<file path="src/rtl/read_prefetch_buffer_if.sv">
// Valid/ready word stream used on both sides of the read prefetch buffer.
// The producer side uses the master modport and the consumer side uses the slave modport.
interface read_prefetch_buffer_if #(
  parameter int WIDTH = 8
);
  logic [WIDTH-1:0] data;
  logic             valid;
  logic             ready;

  modport master (output data, output valid, input ready);
  modport slave  (input data, input valid, output ready);
endinterface

</file>
<file path="src/rtl/read_prefetch_buffer.sv">
// Multi-entry read prefetch buffer between the FIFO RAM read port and the consumer.
// It is a circular store of DEPTH words with first-word fall-through. Full and empty
// are told apart by the occupancy count rather than by comparing the pointers.
// It also provides a synchronous flush and a sticky overflow flag.
module read_prefetch_buffer #(
  parameter int WIDTH     = 8,
  parameter int DEPTH     = 4,
  parameter int AEMPTY_TH = 1
) (
  input  logic                     clk,
  input  logic                     Clear,
  input  logic                     flush,
  read_prefetch_buffer_if.slave    inIf,
  read_prefetch_buffer_if.master   outIf,
  output logic [$clog2(DEPTH):0]   count,
  output logic                     almost_empty,
  output logic                     overflow_err
);

  localparam int PW = $clog2(DEPTH);
  localparam int CW = PW + 1;
  localparam logic [CW-1:0] FULL_COUNT = CW'(DEPTH);
  localparam logic [CW-1:0] AE_LIMIT   = CW'(AEMPTY_TH);

  logic [WIDTH-1:0] mem [DEPTH];

  logic [PW-1:0] wrPtr_q, wrPtr_d;
  logic [PW-1:0] rdPtr_q, rdPtr_d;
  logic [CW-1:0] count_q, count_d;
  logic          overflow_q, overflow_d;

  logic inReady;
  logic outValid;
  logic push;
  logic pop;

  // Decode the handshakes from the registered count and work out the next pointer, count and flag state.
  // Flush overrides any same-cycle push or pop. A rejected push only raises the sticky flag.
  always_comb begin
    inReady    = (count_q != FULL_COUNT);
    outValid   = (count_q != '0);
    push       = inIf.valid & inReady & ~flush;
    pop        = outValid & outIf.ready & ~flush;
    wrPtr_d    = wrPtr_q;
    rdPtr_d    = rdPtr_q;
    count_d    = count_q;
    overflow_d = overflow_q;
    if (flush) begin
      wrPtr_d = '0;
      rdPtr_d = '0;
      count_d = '0;
    end else begin
      if (push) wrPtr_d = wrPtr_q + PW'(1);
      if (pop)  rdPtr_d = rdPtr_q + PW'(1);
      if (push && !pop)      count_d = count_q + CW'(1);
      else if (pop && !push) count_d = count_q - CW'(1);
    end
    if (inIf.valid && !inReady && !flush) overflow_d = 1'b1;
  end

  // Pointer, count and overflow registers; Clear empties the buffer immediately.
  always_ff @(posedge clk or posedge Clear) begin
    if (Clear) begin
      wrPtr_q    <= '0;
      rdPtr_q    <= '0;
      count_q    <= '0;
      overflow_q <= 1'b0;
    end else begin
      wrPtr_q    <= wrPtr_d;
      rdPtr_q    <= rdPtr_d;
      count_q    <= count_d;
      overflow_q <= overflow_d;
    end
  end

  // Word storage has no reset, because the head output is masked whenever the buffer is empty.
  always_ff @(posedge clk) begin
    if (push) mem[wrPtr_q] <= inIf.data;
  end

  assign inIf.ready   = inReady;
  assign outIf.valid  = outValid;
  assign outIf.data   = outValid ? mem[rdPtr_q] : '0;
  assign count        = count_q;
  assign almost_empty = (count_q <= AE_LIMIT);
  assign overflow_err = overflow_q;

endmodule
</file>
<file path="src/flat_wrapper.sv">
// flat-port wrapper written by rule: the top's interface ports become plain ports
module read_prefetch_buffer_flat 
#(
  parameter int WIDTH     = 8,
  parameter int DEPTH     = 4,
  parameter int AEMPTY_TH = 1
)
  (clk, Clear, flush, count, almost_empty, overflow_err, inIf_data, inIf_valid, inIf_ready, outIf_data, outIf_valid, outIf_ready);
  read_prefetch_buffer_if #(.WIDTH(WIDTH)) inIf_i ();
  read_prefetch_buffer_if #(.WIDTH(WIDTH)) outIf_i ();
  input  logic clk;
  input  logic Clear;
  input  logic flush;
  output logic [$clog2(DEPTH):0] count;
  output logic almost_empty;
  output logic overflow_err;
  input wire logic [$bits(inIf_i.data)-1:0] inIf_data;
  input wire logic [$bits(inIf_i.valid)-1:0] inIf_valid;
  output wire logic [$bits(inIf_i.ready)-1:0] inIf_ready;
  output wire logic [$bits(outIf_i.data)-1:0] outIf_data;
  output wire logic [$bits(outIf_i.valid)-1:0] outIf_valid;
  input wire logic [$bits(outIf_i.ready)-1:0] outIf_ready;
  assign inIf_i.data = inIf_data;
  assign inIf_i.valid = inIf_valid;
  assign inIf_ready = inIf_i.ready;
  assign outIf_data = outIf_i.data;
  assign outIf_valid = outIf_i.valid;
  assign outIf_i.ready = outIf_ready;
  read_prefetch_buffer #(.WIDTH(WIDTH), .DEPTH(DEPTH), .AEMPTY_TH(AEMPTY_TH)) u_core (.clk(clk), .Clear(Clear), .flush(flush), .inIf(inIf_i), .outIf(outIf_i), .count(count), .almost_empty(almost_empty), .overflow_err(overflow_err));
endmodule
</file>
<file path="config.mk">
export PLATFORM = sky130hd
export DESIGN_NAME = read_prefetch_buffer_flat
export DESIGN_NICKNAME = d
export VERILOG_FILES = /design/src/rtl/read_prefetch_buffer_if.sv /design/src/rtl/read_prefetch_buffer.sv /design/src/flat_wrapper.sv
export SDC_FILE = /design/constraint.sdc
export NUM_CORES = 1
export LEC_CHECK = 0
export BUFFER_PORTS_ARGS = -buffer_cell sky130_fd_sc_hd__buf_4
export CORE_MARGIN = 4
export CORE_UTILIZATION = 45
export CTS_BUF_LIST = sky130_fd_sc_hd__clkbuf_8
export DETAILED_ROUTE_END_ITERATION = 12
export GPL_TIMING_DRIVEN = 0
export HOLD_SLACK_MARGIN = 0.05
export PLACE_DENSITY_LB_ADDON = 0.1
export SLEW_MARGIN = 0
export SYNTH_ARGS = -nofsm -noshare
export SYNTH_HDL_FRONTEND = slang
export SYNTH_SLANG_ARGS = --single-unit
</file>
<file path="constraint.sdc">
create_clock -name clk -period 1.85 [get_ports clk]
set_clock_uncertainty 0.1 [all_clocks]
set_input_delay 0.555 -clock clk [delete_from_list [all_inputs] [get_ports clk]]
set_output_delay 0.555 -clock clk [all_outputs]
set_load 0.005 [all_outputs]
</file>
# Yosys cells after proc, flatten, opt, wreduce, memory -nomap -nowiden
# Memory sizes are Yosys's and may differ from the RTL's.
# Index checks and enable logic that the tools add are counted.
# classes
n_reduce_logical,12
add_sub_neg,4
magnitude_cmp,1
n_bitwise,5
eq_ne,1
n_mux,10
# ops
operator,count
two-way mux 3 bit,3
two-way mux 2 bit,4
two-way mux 8 bit,1
nonzero test 3 bit,2
"adder 2 x 1 -> 2 bit, second input constant",2
AND 1 bit,4
logical AND 1 bit,4
zero test 1 bit,4
nonzero test 2 bit,2
"adder 3 x 1 -> 3 bit, second input constant",1
"<= comparator 3 x 1 -> 1 bit, second input constant",1
"!= test 3 bit, second input constant",1
"subtractor 3 x 1 -> 3 bit, second input constant",1
two-way mux 1 bit,2
NOT 1 bit,1
# word_totals
mem_count,1
ramBits,32
output_inout_bits,15
wordCells,38
in_bits,13
register_bits,8
# memory_table
name,words,word_bits,rd,rd_clocked_by_memory_dff,write_ports,line_no,rtl
u_core.mem,4,8,1,0,1,read_prefetch_buffer.sv:25,logic [WIDTH-1:0] mem [DEPTH];

# Longest topological paths before layout
# depth
ltp_word,8
ltp_mapped,7
ltp_nobuf,6

# Worst setup path before layout
# Ideal clock, no wire load.
# synth_path
kind,register -> output
startpoint,"register u_core.count_q[0], in the netlist u_core.count[0]"
endpoint,output outIf_data[0]
t_required_ps,1195
path_stages_with_launch,6
path_slack_ps,-93
t_arrival_ps,1288
path_buffers,1
path_cell_list,dfrtp_1 inv_1 ha_1 or2b_1 clkbuf_1 and2_1
# synth_between
elab_chain_len,2
# synth_lines
element,line_no,rtl
from (decl),read_prefetch_buffer.sv:29,"logic [CW-1:0] count_q, count_d;"
from (signal assigned),read_prefetch_buffer.sv:71,count_q <= count_d;
nonzero test 3 bit,read_prefetch_buffer.sv:41,outValid = (count_q != '0);
named net outIf_valid,flat_wrapper.sv:21,output wire logic [$bits(outIf_i.valid)-1:0] outIf_valid;
two-way mux 8 bit,read_prefetch_buffer.sv:83,assign outIf.data = outValid ? mem[rdPtr_q] : '0;
to (decl),flat_wrapper.sv:20,output wire logic [$bits(outIf_i.data)-1:0] outIf_data;
# The timed path passes the listed nets, and every way through them passes these cells.

# Worst setup path after layout
# layout_path
startpoint,register u_core.rdPtr_q[0]
endpoint,output outIf_data[0]
# layout_between
elab_chain_len,2
# layout_lines
element,line_no,rtl
from (decl),read_prefetch_buffer.sv:28,"logic [PW-1:0] rdPtr_q, rdPtr_d;"
from (signal assigned),read_prefetch_buffer.sv:70,rdPtr_q <= rdPtr_d;
memory (4 x 8 bit),n/a,
two-way mux 8 bit,read_prefetch_buffer.sv:83,
# No other way between the ends.

==> impl_metrics.ini <==
[drt]
avgRoutedWirePerCell_um = 16.7
remaining_drc_errors = 0
antenna_left = 0
postRouteWirelength_um = 3460
drtPass1Iterations = 4
vias = 1086
drt-vias-per-instance = 5.25
detail_route.iter0.violations = 34

[clocking]
tritoncts = built
cts_max_level = 2
ctsRootBufferMaster = clkbuf_8
clock_latency_of_the_later_clocked_register_in_the_worst_skew_pair_ps = 290
cts.sinks = 40
path_clk_slew_ps = 70
clockBufferDepth = 2
cts_made_buffers = 5
cts_hold_repair.buffers = 0

[worst_setup_path]
crit_path_start_kind = flip-flop
critical_path.max_fanout = 5
crit-reg2reg-launch = u_core.count[1]
worst-endpoint-required_ps = 1190
critical_path_class = reg -> out
critical_path.endpoint_type = primary output
timing.reg2reg.setup_slack_ps = 20
critical_path_arrival_ps = 1630
r2r.worst_path.cells = 7
worst_r2r_endpoint = u_core.count[2]

[placement]
place.gp.congestion = 0.742
dp_worst_setup_slack_ps = -298
post-dp-hpwl_um = 2220
buffer_ports.inserted = 27

[logic_synthesis]
syn_nets = 133
synth.top_cell.area_share = 0.537
synth_top_cells_by_area = edfxtp_1 (54%), dfrtp_1 (11%), mux4_2 (10%), ha_1 (4.9%), and2_1 (2.8%)
synth_common_cells = edfxtp_1 (32), and2_1 (8), dfrtp_1 (8), inv_1 (8), mux4_2 (8)
netlist.top_cell.by_area = edfxtp_1
netlist-cell-type-count = 32
proportion_of_synthesized_chip_area_in_sequential_cells = 0.649
postSynthCellCount = 113
synth_enable_flop_cells = 32
synth.yosys.warnings = 0
synth_seq_cells = 40
synth.most_common_cell = edfxtp_1
area_of_the_mapped_netlist_um2 = 1790
syn_avg_cell_area_um2 = 15.8
synthArstFlopShare = 0.200
yosys_most_used_dff = edfxtp_1

[global_route]
antenna_found_initial = 0
overflow = 0
grt_first_pass_wirelength_um = 5510
grt_start_max_net_pins = 13
vias_in_the_first_global_route = 1099
grt_util_all_layers = 0.145

[sta]
min_period_over_period = 1.23
setup_ws_ps = -431
slew_viol_final = 0
timing_worst_slew_pin_value_ps = 445
timing.fmax_mhz = 438
rsz0062_at_grt = true
setup_viols_final = 10
timing.final.hold_violations = 0
relSlewSlack = 0.703
layout_min_cycle_time_ps = 2280

[die]
initial_utilization = 0.478
die_footprint_um2 = 5050
core-area_um2 = 3740
io_pins = 28
die_width_um = 71.0
placement_rows = 22
fp.dieH_um = 71.0

[cells_and_area]
final_core_utilization = 0.641
final_layout_size_suffix_gt1_frac = 0.503
layout.nets = 178
antenna_cells = 0
synthToLayoutAreaGrowth_pct = 34.2

[pwr]
power-per-cell-area_nw_per_um2 = 1430
p_int_w = 0.00248
part_of_the_total_power_dissipated_in_the_clock_network = 0.197
switching_share = 0.278
total_switching_power_w = 0.000954
cellLeakagePower_nw = 0.948
p_comb_frac = 0.468
vdd_ir_drop_max_mv = 0.814
pwr-share-seq = 0.336

[min_path]
holdCritPathClass = in -> async

[job]
maxCapViolCount = 0

[outcome]
run_status = complete, but fails checks
failed_checks = negative setup slack
-- routing by layer --
layer / vias up / global-route usage / routed length [um] / part of all wire
met2: 38 / 0.244 / 1830 / 0.53
met1: 531 / 0.176 / 1370 / 0.40
met5: - / 0 / 0 / 0
met4: 0 / 0.0564 / 59 / 0.017
li1: 510 / - / - / -
met3: 7 / 0.0440 / 200 / 0.058
-- layout by cell type (no fill, tap or decap), drive strengths merged --
master and count:
mux2i 1, inv 8, clkinv 2, and2 8, nor3 2, buf 42
a21o 1, a31o 2, nor2b 1, nand4 1, xor2 2, or2b 2
nand3 3, xnor2 2, nand2 5, and3 4, o31ai 1, and4bb 1
a31oi 1, a2111oi 1, o21bai 1, mux4 8, bufinv 1, a21oi 1
ha 7, clkbuf 6, nor2 4, a311o 1, dfrtp 8, edfxtp 32
-- stage by stage --
stage	setup TNS [ps]	power [W]	cells	hold WS (ps)	area, um^2
after global placement	-10380	0.00220	188	360	2070
after global routing	-4370	0.00363	207	141	2400
after CTS	-3970	0.00317	198	134	2260
final	-3840	0.00343	207	119	2400
after detailed placement	-11160	0.00223	188	386	2070
after floorplan	-322	0.00179	113	271	1800
-- flip-flops by register name, indices dropped and copies added (netlist names) --
name	cells
u_core.mem	32
u_core.count	3
u_core.rdPtr_q	2
u_core.wrPtr_q	2
u_core.overflow_err	1
-- area by class of cell --
| class | instances | area, um^2 |
|---|---|---|
| Inverter | 8 | 30.0 |
| Buffer | 4 | 51.3 |
| Tap cell | 48 | 60.1 |
| Timing Repair Buffer | 39 | 359 |
| Clock buffer | 5 | 68.8 |
| Clock inverter | 3 | 37.5 |
| Multi-Input combinational cell | 60 | 631 |
| Fill cell | 300 | 1340 |
| Sequential cell | 40 | 1160 |
-- logic make-up after synthesis --
logic type	synth area share
AO/OA/AOI/OAI	0.0427
multiplexers	0.106
adder cells (fa/ha/maj)	0.0490
flip-flops	0.649
buffers and inverters	0.0329
AND/OR/NAND/NOR	0.100
XOR/XNOR	0.0196
-- worst max-delay path: stages, from the launching register on --
cell,delay [ps]
dfrtp_2,430
buf_12,140
mux4_2,490
and2_4,170
buf_6,100
-- how the worst max path moves through the flow --
stage                 startpoint            end  slack [ps]  cells past startpoint
2_1_floorplan    u_core.count[1]  outIf_data[0]         -40                      5
3_3_place_gp   u_core.rdPtr_q[1]  outIf_data[6]        -270                      4
3_5_place_dp   u_core.rdPtr_q[1]  outIf_data[6]        -300                      4
4_1_cts          u_core.count[0]  outIf_data[6]        -450                      6
5_1_grt        u_core.rdPtr_q[0]  outIf_data[4]        -480                      4
6_report       u_core.rdPtr_q[0]  outIf_data[0]        -430                      4
-- what timing repair did --
item                       in CTS  in global routing
resized for setup              22                 16
pin swaps                       1                  7
cloned                          1                  1
setup endpoints to repair      42                 43
buffers inserted                2                  8
-- power groups by stage --
stage / Clock [W] / Combinational, W / Sequential (W)
global route: 0.000732 / 0.00173 / 0.00116
CTS: 0.000692 / 0.00134 / 0.00114
global placement: 0 / 0.00105 / 0.00115
finish: 0.000675 / 0.00161 / 0.00115
detailed placement: 0 / 0.00108 / 0.00115
floorplan: 0 / 0.000648 / 0.00114
Note: power is estimated with default switching activity, not from simulation.
